<file path="src/rtl/multicycle_control_pkg.sv">
// rtl/multicycle_control_pkg.sv - state encoding, opcodes and control codes for multicycle_control
//
// Purpose: shared definitions for the multi-cycle RV32 control FSM.
// Ports:   none (package).

package multicycle_control_pkg;

  typedef enum logic [2:0] {
    S_IDLE   = 3'd0,
    S_FETCH  = 3'd1,
    S_DECODE = 3'd2,
    S_EXEC   = 3'd3,
    S_MEM    = 3'd4,
    S_WB     = 3'd5,
    S_TRAP   = 3'd6
  } state_e;

  // RV32I major opcodes (instr[6:0])
  localparam logic [6:0] OP_LOAD   = 7'b0000011;
  localparam logic [6:0] OP_STORE  = 7'b0100011;
  localparam logic [6:0] OP_MATHI  = 7'b0010011;
  localparam logic [6:0] OP_MATHR  = 7'b0110011;
  localparam logic [6:0] OP_AUIPC  = 7'b0010111;
  localparam logic [6:0] OP_LUI    = 7'b0110111;
  localparam logic [6:0] OP_BRANCH = 7'b1100011;
  localparam logic [6:0] OP_JAL    = 7'b1101111;
  localparam logic [6:0] OP_JALR   = 7'b1100111;

  // alu_op codes
  localparam logic [1:0] ALU_ADD = 2'b00;
  localparam logic [1:0] ALU_BR  = 2'b01;
  localparam logic [1:0] ALU_R   = 2'b10;
  localparam logic [1:0] ALU_I   = 2'b11;

  // alu_src_a codes
  localparam logic [1:0] SRCA_RS1  = 2'b00;
  localparam logic [1:0] SRCA_PC   = 2'b01;
  localparam logic [1:0] SRCA_ZERO = 2'b10;

  // wb_sel codes
  localparam logic [1:0] WB_ALU = 2'b00;
  localparam logic [1:0] WB_MEM = 2'b01;
  localparam logic [1:0] WB_PC4 = 2'b10;

  // pc_src codes
  localparam logic [1:0] PC_PLUS4 = 2'b00;
  localparam logic [1:0] PC_IMM   = 2'b01;
  localparam logic [1:0] PC_JALR  = 2'b10;

  function automatic logic is_legal(input logic [6:0] op);
    case (op)
      OP_LOAD, OP_STORE, OP_MATHI, OP_MATHR, OP_AUIPC,
      OP_LUI, OP_BRANCH, OP_JAL, OP_JALR: is_legal = 1'b1;
      default:                            is_legal = 1'b0;
    endcase
  endfunction

endpackage

</file>
<file path="src/rtl/multicycle_control_wait_timer.sv">
// rtl/multicycle_control_wait_timer.sv - bounded memory-wait counter
//
// Purpose: counts cycles a memory request goes unanswered; expired_o flags
//          the last allowed wait cycle (count == LIMIT-1).
// Ports:   clk, rst_n   clock, async active-low reset
//          clear_i      force count to zero (takes priority)
//          en_i         count one more unanswered cycle
//          expired_o    count has reached LIMIT-1

module multicycle_control_wait_timer #(
  parameter int LIMIT = 16
) (
  input  logic clk,
  input  logic rst_n,
  input  logic clear_i,
  input  logic en_i,
  output logic expired_o
);

  localparam int CW = (LIMIT > 2) ? $clog2(LIMIT) : 1;

  logic [CW-1:0] cnt_q;

  always_ff @(posedge clk or negedge rst_n) begin
    if (!rst_n) begin
      cnt_q <= '0;
    end else if (clear_i) begin
      cnt_q <= '0;
    end else if (en_i && !expired_o) begin
      cnt_q <= cnt_q + 1'b1;
    end
  end

  assign expired_o = (cnt_q == CW'(LIMIT - 1));

endmodule

</file>
<file path="src/rtl/multicycle_control.sv">
// rtl/multicycle_control.sv - multi-cycle RV32 control FSM with memory handshakes and trap
//
// Purpose: sequences each instruction through FETCH/DECODE/EXEC/MEM/WB and
//          drives the shared datapath's enables, mux selects and alu_op.
// Ports:   clk, rst_n        clock, async active-low reset
//          opcode_i          IR opcode, sampled in DECODE
//          imem_ready_i      instruction word valid
//          dmem_ready_i      data access complete
//          branch_taken_i    ALU compare result, valid in EXEC
//          imem_req_o, ir_write_o          fetch request, IR load
//          dmem_req_o, dmem_we_o           data request, 1 = store
//          alu_op_o, alu_src_a_o, alu_src_b_o  ALU control and operand selects
//          wb_sel_o, reg_write_o           writeback select and enable
//          pc_write_o, pc_src_o            PC update enable and source
//          trap_o                          sticky fault flag

module multicycle_control
  import multicycle_control_pkg::*;
#(
  parameter int MEM_TIMEOUT     = 16,
  parameter bit TRAP_ON_ILLEGAL = 1'b1,
  parameter int ALU_OP_W        = 2
) (
  input  logic                clk,
  input  logic                rst_n,
  input  logic [6:0]          opcode_i,
  input  logic                imem_ready_i,
  input  logic                dmem_ready_i,
  input  logic                branch_taken_i,
  output logic                imem_req_o,
  output logic                ir_write_o,
  output logic                dmem_req_o,
  output logic                dmem_we_o,
  output logic [ALU_OP_W-1:0] alu_op_o,
  output logic [1:0]          alu_src_a_o,
  output logic                alu_src_b_o,
  output logic [1:0]          wb_sel_o,
  output logic                reg_write_o,
  output logic                pc_write_o,
  output logic [1:0]          pc_src_o,
  output logic                trap_o
);

  state_e     state_q;
  logic [6:0] op_q;

  logic waiting;
  logic ready_sel;
  logic expired;
  logic [1:0] alu_op;

  // FETCH and MEM share one timer; only one of them can be waiting at a time.
  assign waiting   = (state_q == S_FETCH) || (state_q == S_MEM);
  assign ready_sel = (state_q == S_FETCH) ? imem_ready_i : dmem_ready_i;

  multicycle_control_wait_timer #(
    .LIMIT (MEM_TIMEOUT)
  ) u_wait_timer (
    .clk       (clk),
    .rst_n     (rst_n),
    .clear_i   (!waiting || ready_sel),
    .en_i      (waiting && !ready_sel),
    .expired_o (expired)
  );

  always_ff @(posedge clk or negedge rst_n) begin
    if (!rst_n) begin
      state_q <= S_IDLE;
      op_q    <= '0;
    end else begin
      case (state_q)
        S_IDLE: state_q <= S_FETCH;
        S_FETCH: begin
          // ready in the expiry cycle wins over the timeout
          if (imem_ready_i)  state_q <= S_DECODE;
          else if (expired)  state_q <= S_TRAP;
        end
        S_DECODE: begin
          op_q <= opcode_i;
          if (is_legal(opcode_i))    state_q <= S_EXEC;
          else if (TRAP_ON_ILLEGAL)  state_q <= S_TRAP;
          else                       state_q <= S_FETCH;
        end
        S_EXEC: begin
          case (op_q)
            OP_LOAD, OP_STORE: state_q <= S_MEM;
            OP_BRANCH:         state_q <= S_FETCH;
            default:           state_q <= S_WB;
          endcase
        end
        S_MEM: begin
          if (dmem_ready_i)  state_q <= (op_q == OP_STORE) ? S_FETCH : S_WB;
          else if (expired)  state_q <= S_TRAP;
        end
        S_WB:    state_q <= S_FETCH;
        S_TRAP:  state_q <= S_TRAP;
        default: state_q <= S_TRAP;
      endcase
    end
  end

  always_comb begin
    imem_req_o  = 1'b0;
    dmem_req_o  = 1'b0;
    dmem_we_o   = 1'b0;
    alu_op      = ALU_ADD;
    alu_src_a_o = SRCA_RS1;
    alu_src_b_o = 1'b0;
    wb_sel_o    = WB_ALU;
    reg_write_o = 1'b0;
    pc_write_o  = 1'b0;
    pc_src_o    = PC_PLUS4;
    trap_o      = 1'b0;
    case (state_q)
      S_FETCH: imem_req_o = 1'b1;
      S_DECODE: begin
        // illegal opcode retired as NOP: step past it while still in DECODE
        if (!TRAP_ON_ILLEGAL && !is_legal(opcode_i)) begin
          pc_write_o = 1'b1;
          pc_src_o   = PC_PLUS4;
        end
      end
      S_EXEC: begin
        case (op_q)
          OP_LOAD, OP_STORE: alu_src_b_o = 1'b1;
          OP_MATHI: begin
            alu_src_b_o = 1'b1;
            alu_op      = ALU_I;
          end
          OP_MATHR: alu_op = ALU_R;
          OP_AUIPC: begin
            alu_src_a_o = SRCA_PC;
            alu_src_b_o = 1'b1;
          end
          OP_LUI: begin
            alu_src_a_o = SRCA_ZERO;
            alu_src_b_o = 1'b1;
          end
          OP_BRANCH: begin
            alu_op     = ALU_BR;
            pc_write_o = 1'b1;
            pc_src_o   = branch_taken_i ? PC_IMM : PC_PLUS4;
          end
          OP_JAL: begin
            pc_write_o = 1'b1;
            pc_src_o   = PC_IMM;
          end
          OP_JALR: begin
            pc_write_o = 1'b1;
            pc_src_o   = PC_JALR;
          end
          default: ;
        endcase
      end
      S_MEM: begin
        dmem_req_o = 1'b1;
        dmem_we_o  = (op_q == OP_STORE);
        if (op_q == OP_STORE) begin
          pc_write_o = 1'b1;
          pc_src_o   = PC_PLUS4;
        end
      end
      S_WB: begin
        reg_write_o = 1'b1;
        if (op_q == OP_JAL || op_q == OP_JALR) begin
          // PC was already redirected in EXEC
          wb_sel_o = WB_PC4;
        end else begin
          wb_sel_o   = (op_q == OP_LOAD) ? WB_MEM : WB_ALU;
          pc_write_o = 1'b1;
          pc_src_o   = PC_PLUS4;
        end
      end
      S_TRAP: trap_o = 1'b1;
      default: ;
    endcase
  end

  assign alu_op_o   = ALU_OP_W'(alu_op);
  assign ir_write_o = imem_req_o && imem_ready_i;

endmodule

</file>
<file path="config.mk">
export PLATFORM = sky130hd
export DESIGN_NAME = multicycle_control
export DESIGN_NICKNAME = d
export VERILOG_FILES = /design/src/rtl/multicycle_control_pkg.sv /design/src/rtl/multicycle_control_wait_timer.sv /design/src/rtl/multicycle_control.sv
export SDC_FILE = /design/constraint.sdc
export NUM_CORES = 1
export LEC_CHECK = 0
export ABC_AREA = 1
export CELL_PAD_IN_SITES_DETAIL_PLACEMENT = 1
export CELL_PAD_IN_SITES_GLOBAL_PLACEMENT = 1
export CORE_MARGIN = 1.5
export CORE_UTILIZATION = 33
export CTS_BUF_LIST = sky130_fd_sc_hd__clkbuf_4
export DETAILED_ROUTE_END_ITERATION = 6
export PLACE_DENSITY_LB_ADDON = 0.15
export SLEW_MARGIN = 20
export SYNTH_ARGS = -nofsm -noshare
export SYNTH_HDL_FRONTEND = slang
export SYNTH_SLANG_ARGS = --single-unit
</file>
<file path="constraint.sdc">
create_clock -name clk -period 1.65 [get_ports clk]
set_input_delay 0.165 -clock clk [delete_from_list [all_inputs] [get_ports clk]]
set_output_delay 0.165 -clock clk [all_outputs]
set_load 0.05 [all_outputs]
</file>
==> flow_summary_export.csv <==
group,metric,value,unit
yosys,yosysSeqAreaShare,34.7,%
setup_path,crit_arrival,1.70,ns
clocking,cts_hold_buf,0,
timing,setup_viol,13,
timing,drv_slew,0,
power,p_per_area,321,nW/um^2
yosys,synth-simple-area-share,43.5,%
yosys,synth_seq_cells,14,
job,maxCapViolCount,0,
layout,finalNonFillerCells,240,
status,violations,"setup timing",
yosys,synth_edf_count,0,
clocking,cts_buffers,3,
placement,place_congestion,0.893,
yosys,yosysUniqueCellTypes,18,
clocking,cts_max_path_buffers,2,
power,peakVddDrop,0.000378,V
grt,grt_usage,25.8,%
clocking,cts_tree,"done",
timing,hold_violations,0,
die,die_h,58.3,um
die,die_x,58.3,um
yosys,ys_async_sr_fraction,100,%
routing,ant_nets,0,
routing,initialDrtViolationCount,50,
yosys,synth_compound_area_share,7.06,%
placement,portBuffers,27,
yosys,synth_cells,159,
placement,placed_area,1550,um^2
yosys,synthFlopType,"dfrtp_1",
setup_path,ff2ff_path_depth,5,
layout,layout-drive-gt1-share,44.5,%
layout,nNetsFinal,223,
clocking,insertion_delay,0.29,ns
timing,holdWs,0.262,ns
timing,slew_headroom,56.1,%
power,p_leak,0.879,nW
timing,setup_ws,-0.216,ns
grt,grt_max_degree,16,
placement,dp_cells,220,
layout,syn2layout_area_growth,86.6,%
setup_path,critPathCaptureType,"output pin",
setup_path,cp_max_fo,4,
setup_path,r2r-start,"u_wait_timer.cnt_q[0]$_DFFE_PN0P_",
placement,hpwl,2560,um
layout,antenna_cells,0,
layout,utilization,66.6,%
grt,grt_pass1_wl,6460,um
yosys,synthesis.area,1010,um^2
grt,antenna_found_initial,0,
die,rows,19,
timing,tightest_slew,0.657,ns
status,status,"finished with violations",
grt,grt_pass1_vias,1360,
grt,overflow,0,
clocking,cts-htree-levels,1,
routing,drc,0,
min_path,worstHoldPathType,"primary input to asynchronous set/reset pin",
setup_path,cp.required,1.48,ns
timing,fin_crit_sh,113,%
routing,post_drt_via_cell_ratio,5.60,
die,start_util,35.7,%
clocking,clockRootBuffer,"clkbuf_4",
layout,finalInstanceArea,1880,um^2
clocking,clkSlewWorstSetupHoldPaths,0.10,ns
timing,max_freq,536,MHz
routing,wire_per_inst,21.6,um
layout,layout_common_cells,"40 x nand2_1, 19 x buf_4, 17 x inv_1, 17 x buf_12",
yosys,ys.warnings.count,0,
timing,min_period,1.87,ns
yosys,syn-num-nets,172,
yosys,synth_xor_area_share,0.867,%
placement,pre_cts_slack,-0.0270,ns
power,finalPower,606,uW
routing,firstDrtPassIters,4,
setup_path,worstSetupPathType,"flip-flop to output pin",
timing,fin_worst_skew,0.0135,ns
die,dieArea,3400,um^2
die,boundaryPins,28,
yosys,synth_top_family_by_area,"simple AND/OR/NAND/NOR gates",
layout,layout_commonest_cell,"nand2_1",
yosys,synth_fa_ha_area_share,1.24,%
setup_path,r2r_setup_slack,-0.01,ns
yosys,yosys-mux-area-fraction,0,%
timing,rsz0062_at_grt,"true",
yosys,avgSynthCellArea,6.35,um^2
setup_path,reg2reg_to,"state_q[1]$_DFF_PN0_",
timing,fin_tns_setup,-1.74,ns
routing,routed_wl,5200,um
clocking,cts_sinks,14,
die,core_area,2830,um^2
setup_path,start_kind,"flip-flop",
routing,vias,1343,
how the worst max path moves through the flow:
stage                                    start        endpoint  cells after the start
final                      op_q[0]$_DFFE_PN0P_      pc_write_o                      6
after global routing       op_q[0]$_DFFE_PN0P_      pc_write_o                      6
after CTS                  op_q[2]$_DFFE_PN0P_      pc_write_o                      6
after detailed placement   op_q[2]$_DFFE_PN0P_      pc_write_o                      6
after global placement     op_q[4]$_DFFE_PN0P_      pc_write_o                      7
after floorplan           state_q[1]$_DFF_PN0_  alu_src_a_o[0]                      4
worst max-delay path: stages (launching register included):
cell     delay, ns
dfrtp_1       0.45
nand2_4       0.12
nor3_4        0.32
nand2_4       0.13
nand3_4       0.14
nand3_4       0.08
buf_12        0.16
cells by family (layout without fill, tap and decap cells):
kind of cell               count (synthesis)  after routing
DFF                                       14             14
and+or+nand+nor                           98             98
adders and majority gates                  1              1
xor gates and xnor gates                   1              1
buffers and inverters                     32             82
AOI/OAI and AO/OA                         13             13
routing by layer:
layer  vias up  routed length [um]  track usage (%)
li1        595                   -                -
met1       653                1980             28.2
met2        66                2640             43.2
met3        29                 283             4.62
met4         0                 291             21.6
met5         -                   0                0
Yosys cell counts, drive strengths merged, types with 2 or more instances:
cell type | number | area (um^2)
a21oi | 3 | 15.0
buf | 2 | 15.0
dfrtp | 14 | 350
inv | 30 | 113
nand2 | 54 | 210
nand3 | 15 | 75.1
nand4 | 4 | 25.0
nor2 | 20 | 90.1
nor3 | 4 | 31.3
o21ai | 8 | 40.0
flip-flops by register name (all words and copies together), names as in the netlist:
name and flops:
op_q 7, u_wait_timer.cnt_q 4, state_q 3
what timing repair did:
item,in CTS,in global routing
pin swaps,5,14
gates cloned,0,0
resized for setup,35,19
setup endpoints to repair,11,12
buffers inserted,11,5
report_power, final:
part	switching [mW]	total, mW	internal [mW]
Clock	0.124	0.212	0.0880
Sequential	0	0.343	0.343
Combinational	0.0245	0.0509	0.0265
Total	0.148	0.606	0.457
area by class of cell:
| class | instances | area (um^2) |
|---|---|---|
| Clock buffer | 3 | 22.5 |
| Clock inverter | 1 | 3.75 |
| Fill cell | 333 | 945 |
| Inverter | 30 | 124 |
| Multi-Input combinational cell | 113 | 736 |
| Sequential cell | 14 | 355 |
| Tap cell | 31 | 38.8 |
| Timing Repair Buffer | 48 | 604 |
Note: power is estimated with default switching activity, not from simulation.
